## config.mk

```make
export PLATFORM = sky130hd
export DESIGN_NAME = concatenator_sched
export DESIGN_NICKNAME = d
export VERILOG_FILES = /design/src/rtl/concatenator_sched.sv
export SDC_FILE = /design/constraint.sdc
export NUM_CORES = 1
export LEC_CHECK = 0
export CAP_MARGIN = 20
export CORE_MARGIN = 1.5
export CORE_UTILIZATION = 39
export DETAILED_ROUTE_END_ITERATION = 8
export PLACE_DENSITY = 0.83
export REMOVE_ABC_BUFFERS = 1
export SLEW_MARGIN = 20
export SYNTH_ARGS = -nofsm -noshare
export SYNTH_HDL_FRONTEND = slang
export SYNTH_SLANG_ARGS = --single-unit
```

## constraint.sdc

```tcl
create_clock -name i_clock -period 2.1 [get_ports i_clock]
set_input_delay 0.42 -clock i_clock [delete_from_list [all_inputs] [get_ports i_clock]]
set_output_delay 0.42 -clock i_clock [all_outputs]
set_load 0.005 [all_outputs]
```

## src/rtl/concatenator_sched.sv

```systemverilog
// Round-robin frame scheduler sharing one concatenator among NUM_REQ requesters.
// Optional stall watchdog with zero padding: define CONCAT_SCHED_WATCHDOG_EN.
module concatenator_sched #(
    parameter int NUM_REQ   = 4,
    parameter int WIDTH     = 16,
    parameter int NUM_WORDS = 8,
    parameter int TIMEOUT   = 64
) (
    input  logic                       i_clock,
    input  logic                       i_reset_n,
    input  logic [NUM_REQ*WIDTH-1:0]   i_req_data,
    input  logic [NUM_REQ-1:0]         i_req_valid,
    output logic [NUM_REQ-1:0]         o_req_ready,
    output logic [WIDTH-1:0]           o_cat_data,
    output logic                       o_cat_valid,
    output logic [$clog2(NUM_REQ)-1:0] o_grant_id,
    output logic                       o_busy,
    output logic                       o_frame_done,
    output logic                       o_timeout
);

    localparam int GW = $clog2(NUM_REQ);
    localparam int CW = $clog2(NUM_WORDS + 1);
    localparam logic [CW-1:0] CNT_LAST = CW'(NUM_WORDS - 1);
    localparam logic [GW-1:0] REQ_LAST = GW'(NUM_REQ - 1);

    if (NUM_REQ < 2 || NUM_WORDS < 1 || TIMEOUT < 1) begin : g_bad_param
        $error("concatenator_sched: illegal parameter set");
    end

    typedef enum logic [1:0] {
        S_IDLE  = 2'd0,
        S_GRANT = 2'd1,
        S_BURST = 2'd2
`ifdef CONCAT_SCHED_WATCHDOG_EN
        ,
        S_PAD   = 2'd3
`endif
    } state_t;

    state_t            state_q, state_d;
    logic [GW-1:0]     ptr_q, ptr_d;
    logic [GW-1:0]     grant_q, grant_d;
    logic [CW-1:0]     cnt_q, cnt_d;
    logic [WIDTH-1:0]  data_q, data_d;
    logic              valid_q, valid_d;
    logic              done_q, done_d;

`ifdef CONCAT_SCHED_WATCHDOG_EN
    localparam int SW = $clog2(TIMEOUT + 1);
    localparam logic [SW-1:0] STALL_LAST = SW'(TIMEOUT - 1);
    logic [SW-1:0]     stall_q, stall_d;
    logic              tout_q, tout_d;
`endif

    logic              found;
    logic [GW-1:0]     pick;
    logic              xfer;
    logic [WIDTH-1:0]  sel_data;
    logic [GW-1:0]     next_ptr;

    function automatic logic [GW-1:0] rr_idx(input logic [GW-1:0] p, input int i);
        int s;
        s = int'(p) + i;
        if (s >= NUM_REQ) s = s - NUM_REQ;
        return GW'(s);
    endfunction

    // First valid requester at or after the pointer, wrapping.
    always_comb begin
        found = 1'b0;
        pick  = '0;
        for (int i = 0; i < NUM_REQ; i++) begin
            if (!found && i_req_valid[rr_idx(ptr_q, i)]) begin
                found = 1'b1;
                pick  = rr_idx(ptr_q, i);
            end
        end
    end

    assign xfer     = (state_q == S_BURST) && i_req_valid[grant_q];
    assign sel_data = i_req_data[int'(grant_q)*WIDTH +: WIDTH];
    assign next_ptr = (grant_q == REQ_LAST) ? '0 : grant_q + 1'b1;

    always_comb begin
        o_req_ready = '0;
        if (state_q == S_BURST) o_req_ready[grant_q] = 1'b1;
    end

    always_comb begin
        state_d = state_q;
        ptr_d   = ptr_q;
        grant_d = grant_q;
        cnt_d   = cnt_q;
        data_d  = data_q;
        valid_d = 1'b0;
        done_d  = 1'b0;
`ifdef CONCAT_SCHED_WATCHDOG_EN
        stall_d = stall_q;
        tout_d  = tout_q;
`endif
        unique case (state_q)
            S_IDLE: begin
                if (|i_req_valid) state_d = S_GRANT;
            end
            S_GRANT: begin
                if (found) begin
                    grant_d = pick;
                    state_d = S_BURST;
                end else begin
                    state_d = S_IDLE;
                end
            end
            S_BURST: begin
                if (xfer) begin
                    valid_d = 1'b1;
                    data_d  = sel_data;
`ifdef CONCAT_SCHED_WATCHDOG_EN
                    stall_d = '0;
`endif
                    if (cnt_q == CNT_LAST) begin
                        done_d  = 1'b1;
                        cnt_d   = '0;
                        ptr_d   = next_ptr;
                        state_d = S_IDLE;
                    end else begin
                        cnt_d = cnt_q + 1'b1;
                    end
                end
`ifdef CONCAT_SCHED_WATCHDOG_EN
                else if (stall_q == STALL_LAST) begin
                    stall_d = '0;
                    state_d = S_PAD;
                end else begin
                    stall_d = stall_q + 1'b1;
                end
`endif
            end
`ifdef CONCAT_SCHED_WATCHDOG_EN
            // Fill the abandoned frame with zero words so the sink stays aligned.
            S_PAD: begin
                valid_d = 1'b1;
                data_d  = '0;
                if (cnt_q == CNT_LAST) begin
                    done_d  = 1'b1;
                    cnt_d   = '0;
                    ptr_d   = next_ptr;
                    tout_d  = 1'b1;
                    state_d = S_IDLE;
                end else begin
                    cnt_d = cnt_q + 1'b1;
                end
            end
`endif
            default: state_d = S_IDLE;
        endcase
    end

    always_ff @(posedge i_clock or negedge i_reset_n) begin
        if (!i_reset_n) begin
            state_q <= S_IDLE;
            ptr_q   <= '0;
            grant_q <= '0;
            cnt_q   <= '0;
            data_q  <= '0;
            valid_q <= 1'b0;
            done_q  <= 1'b0;
        end else begin
            state_q <= state_d;
            ptr_q   <= ptr_d;
            grant_q <= grant_d;
            cnt_q   <= cnt_d;
            data_q  <= data_d;
            valid_q <= valid_d;
            done_q  <= done_d;
        end
    end

`ifdef CONCAT_SCHED_WATCHDOG_EN
    always_ff @(posedge i_clock or negedge i_reset_n) begin
        if (!i_reset_n) begin
            stall_q <= '0;
            tout_q  <= 1'b0;
        end else begin
            stall_q <= stall_d;
            tout_q  <= tout_d;
        end
    end
    assign o_timeout = tout_q;
`else
    assign o_timeout = 1'b0;
`endif

    assign o_cat_data   = data_q;
    assign o_cat_valid  = valid_q;
    assign o_grant_id   = grant_q;
    assign o_busy       = (state_q != S_IDLE);
    assign o_frame_done = done_q;

endmodule

```

==> flow_metrics.py <==
metrics = {
    "final_layout": {
        "drive_above_1_share_pct": 27.7,
        "fin_area_um2": 2890,
        "n_antenna_cell": 0,
        "syn2layout_area_growth_pct": 62.2,
        "finalCoreUtilization_pct": 66.0,
        "nets": 300,
        "fill_cells": 363,
    },
    "grt": {
        "grt_max_degree": 29,
        "grt_pass1_wl_um": 7070,
        "grt_overflow": 0,
        "grt_use_total_pct": 17.8,
        "grt_pass1_vias": 1525,
        "antenna_found_initial": 0,
    },
    "sta": {
        "setup_violations": 0,
        "fin_crit_sh_pct": 96.6,
        "finalMaxSlewViolations": 0,
        "clock_skew_ns": 0.00294,
        "hold_viol_final": 0,
        "holdWs_ns": 0.509,
        "max_freq_mhz": 493,
        "fin_crit_ns": 2.03,
        "rsz0062_at_grt": "false",
    },
    "synthesis": {
        "ys_seq_area_share_pct": 39.3,
        "netlist_instances": 119,
        "synth-edff-count": 0,
        "synthFlopType": "dfrtp_1",
        "synth_seq_cells": 28,
        "ys.warnings.count": 0,
        "async_flop_share_pct": 100,
        "netlist_area_um2": 1780,
        "synth.avg_cell_area_um2": 15.0,
        "synth_cell_types": 33,
    },
    "critical_path": {
        "start_kind": "flip-flop",
        "slowest_delay_ns": 0.50,
        "arrival_ns": 1.61,
        "r2r_slack_ns": 0.08,
        "crit_chain": "inv_2 -> ha_1 -> and2_1 -> clkdlybuf4s50_1",
        "setup.worst_path.end_class": "output port",
        "worstSetupPathType": "flip-flop to output port",
        "crit_required_ns": 1.68,
        "path_max_fanout": 7,
        "crit_slowest_cell": "clkdlybuf4s50_1",
    },
    "worst_hold_path": {
        "hold_path.class": "input pin to asynchronous set/reset pin",
    },
    "cts": {
        "numCtsBuffers": 3,
        "cts_tree": "done",
        "cts_max_level": 1,
        "worstSkewPairLatency_ns": 0.27,
        "cts.sink_count": 28,
        "clk_path_buf_depth": 2,
        "clkSlewWorstSetupHoldPaths_ns": 0.09,
        "postCtsHoldBufs": 0,
        "cts-root-buf": "clkbuf_8",
    },
    "routing": {
        "wirelength_um": 4240,
        "wl_per_cell_um": 15.3,
        "drc": 0,
        "first_pass_iters": 4,
        "routed_via_density": 5.08,
        "vias": 1402,
        "antenna_left": 0,
        "drtIter0Drc": 38,
    },
    "floorplanning": {
        "die_area_um2": 4990,
        "start_util_pct": 40.7,
        "dieHeight_um": 70.6,
        "core_area_um2": 4380,
        "dieWidth_um": 70.6,
        "ios": 96,
        "rows": 24,
    },
    "status": {
        "status": "completed",
    },
    "pwr": {
        "p_per_area_nw_per_um2": 1190,
        "total_power_w": 0.00345,
        "worst_ir_drop_vdd_v": 0.000618,
        "leakagePower_nw": 1.22,
    },
    "place": {
        "hpwl_um": 3340,
        "io_buffers": 94,
        "finalWeightedCongestion": 0.848,
        "dpl-instance-area_um2": 2790,
    },
    "flow_run": {
        "drv_cap": 0,
    },
}
[worst paths after layout]
path | from | to | cells past startpoint
hold / removal | i_reset_n | ptr_q[1]$_DFFE_PN0P_ | 2
setup / recovery | o_grant_id[0]$_DFFE_PN0P_ | o_req_ready[0] | 4
max in group asynchronous | i_reset_n | o_grant_id[0]$_DFFE_PN0P_ | 2
hold reg to reg | o_cat_data[12]$_DFFE_PN0P_ | o_cat_data[12]$_DFFE_PN0P_ | 1
setup reg to reg | o_grant_id[0]$_DFFE_PN0P_ | o_cat_data[4]$_DFFE_PN0P_ | 6
min in group i_clock | o_cat_data[12]$_DFFE_PN0P_ | o_cat_data[12]$_DFFE_PN0P_ | 1
[synth_stat cells, types with 2 or more instances]
library cell,number,area [µm²]
and2_1,4,25.0
nor2_1,4,15.0
o21ai_0,2,10.0
dfrtp_1,28,701
a21oi_1,2,10.0
mux2_2,2,22.5
mux2_4,16,240
nand2_1,2,7.51
mux2i_1,2,20.0
ha_1,5,62.6
mux2i_2,2,27.5
mux2_1,3,33.8
buf_6,5,56.3
nand2b_1,3,18.8
nand3b_1,2,15.0
inv_1,4,15.0
nor2b_1,2,12.5
mux4_2,16,360
[critical path, delay by kind of cell, from the launching register on]
kind / cells / cell delay (ns)
adder cells (fa/ha/maj): 1 / 0.14
AND/OR/NAND/NOR: 1 / 0.12
flip-flops: 1 / 0.47
buffers and inverters: 2 / 0.61
[state kept, by name, summed over array words and instances (netlist names)]
register,count
o_frame_done,1
state_q,2
o_cat_valid,1
o_grant_id,2
ptr_q,2
o_cat_data,16
cnt_q,4
[logic make-up (layout without fill, tap and decap cells)]
kind of cell	after synthesis	in the layout	share of synthesized area, %
other cells	1	1	0.210
buf+inv	11	116	4.63
xor+xnor	1	1	0.491
simple gates	23	23	8.28
compound gates	9	9	4.07
mux	41	41	39.5
fa+ha+maj	5	5	3.51
flops	28	28	39.3
[layout make-up]
class / instances / area (µm²) / area share, %
repair buffers: 108 / 1050 / 36.2
multi-input cells: 80 / 1010 / 34.8
flip-flops and latches: 28 / 702 / 24.3
well taps: 52 / 65.1 / 2.25
clock buffers: 4 / 55.1 / 1.90
inverters: 4 / 15.0 / 0.519
[routing by layer]
metal  global-route usage (%)  wire (µm)  vias to the layer above  part of all wire (%)
met5                        0          0                        -                     0
met4                     2.73          6                        0                  0.14
met3                     5.27        318                        2                   7.5
met2                     32.9       2250                       55                    53
met1                     21.0       1660                      686                    39
li1                         -          -                      659                     -
[cells in the final DEF, fill, tap and decap left out, types with 3 or more instances in the layout]
cell / n
and2_1: 4
buf_4: 14
clkbuf_8: 4
clkdlybuf4s50_1: 93
dfrtp_1: 27
ha_1: 5
inv_1: 3
mux2_1: 3
mux2_4: 16
mux4_2: 16
nand2b_1: 3
nor2_1: 4
[where the power goes]
group	switching (W)	internal [W]	leakage [nW]
Sequential	0.000219	0.000809	0.339
Combinational	0.000683	0.00141	0.848
Clock	0.000161	0.000168	0.0288
Total	0.00106	0.00239	1.22
[timing repair]
| item | CTS | global route |
|---|---|---|
| hold endpoints to repair | 0 | 0 |
| endpoints found under the setup margin | 2 | 2 |
| resized for setup | 3 | 2 |
| setup buffers | 0 | 5 |
[metrics by stage]
stage	instances	TNS (ns)	setup WS, ns
floorplan	112	-4.76	-0.429
global placement	267	0	0.116
detailed placement	267	0	0.0542
CTS	271	0	0.00999
global route	276	0	0.000184
finish	276	0	0.0713
Power figures use the tool's default switching activity.
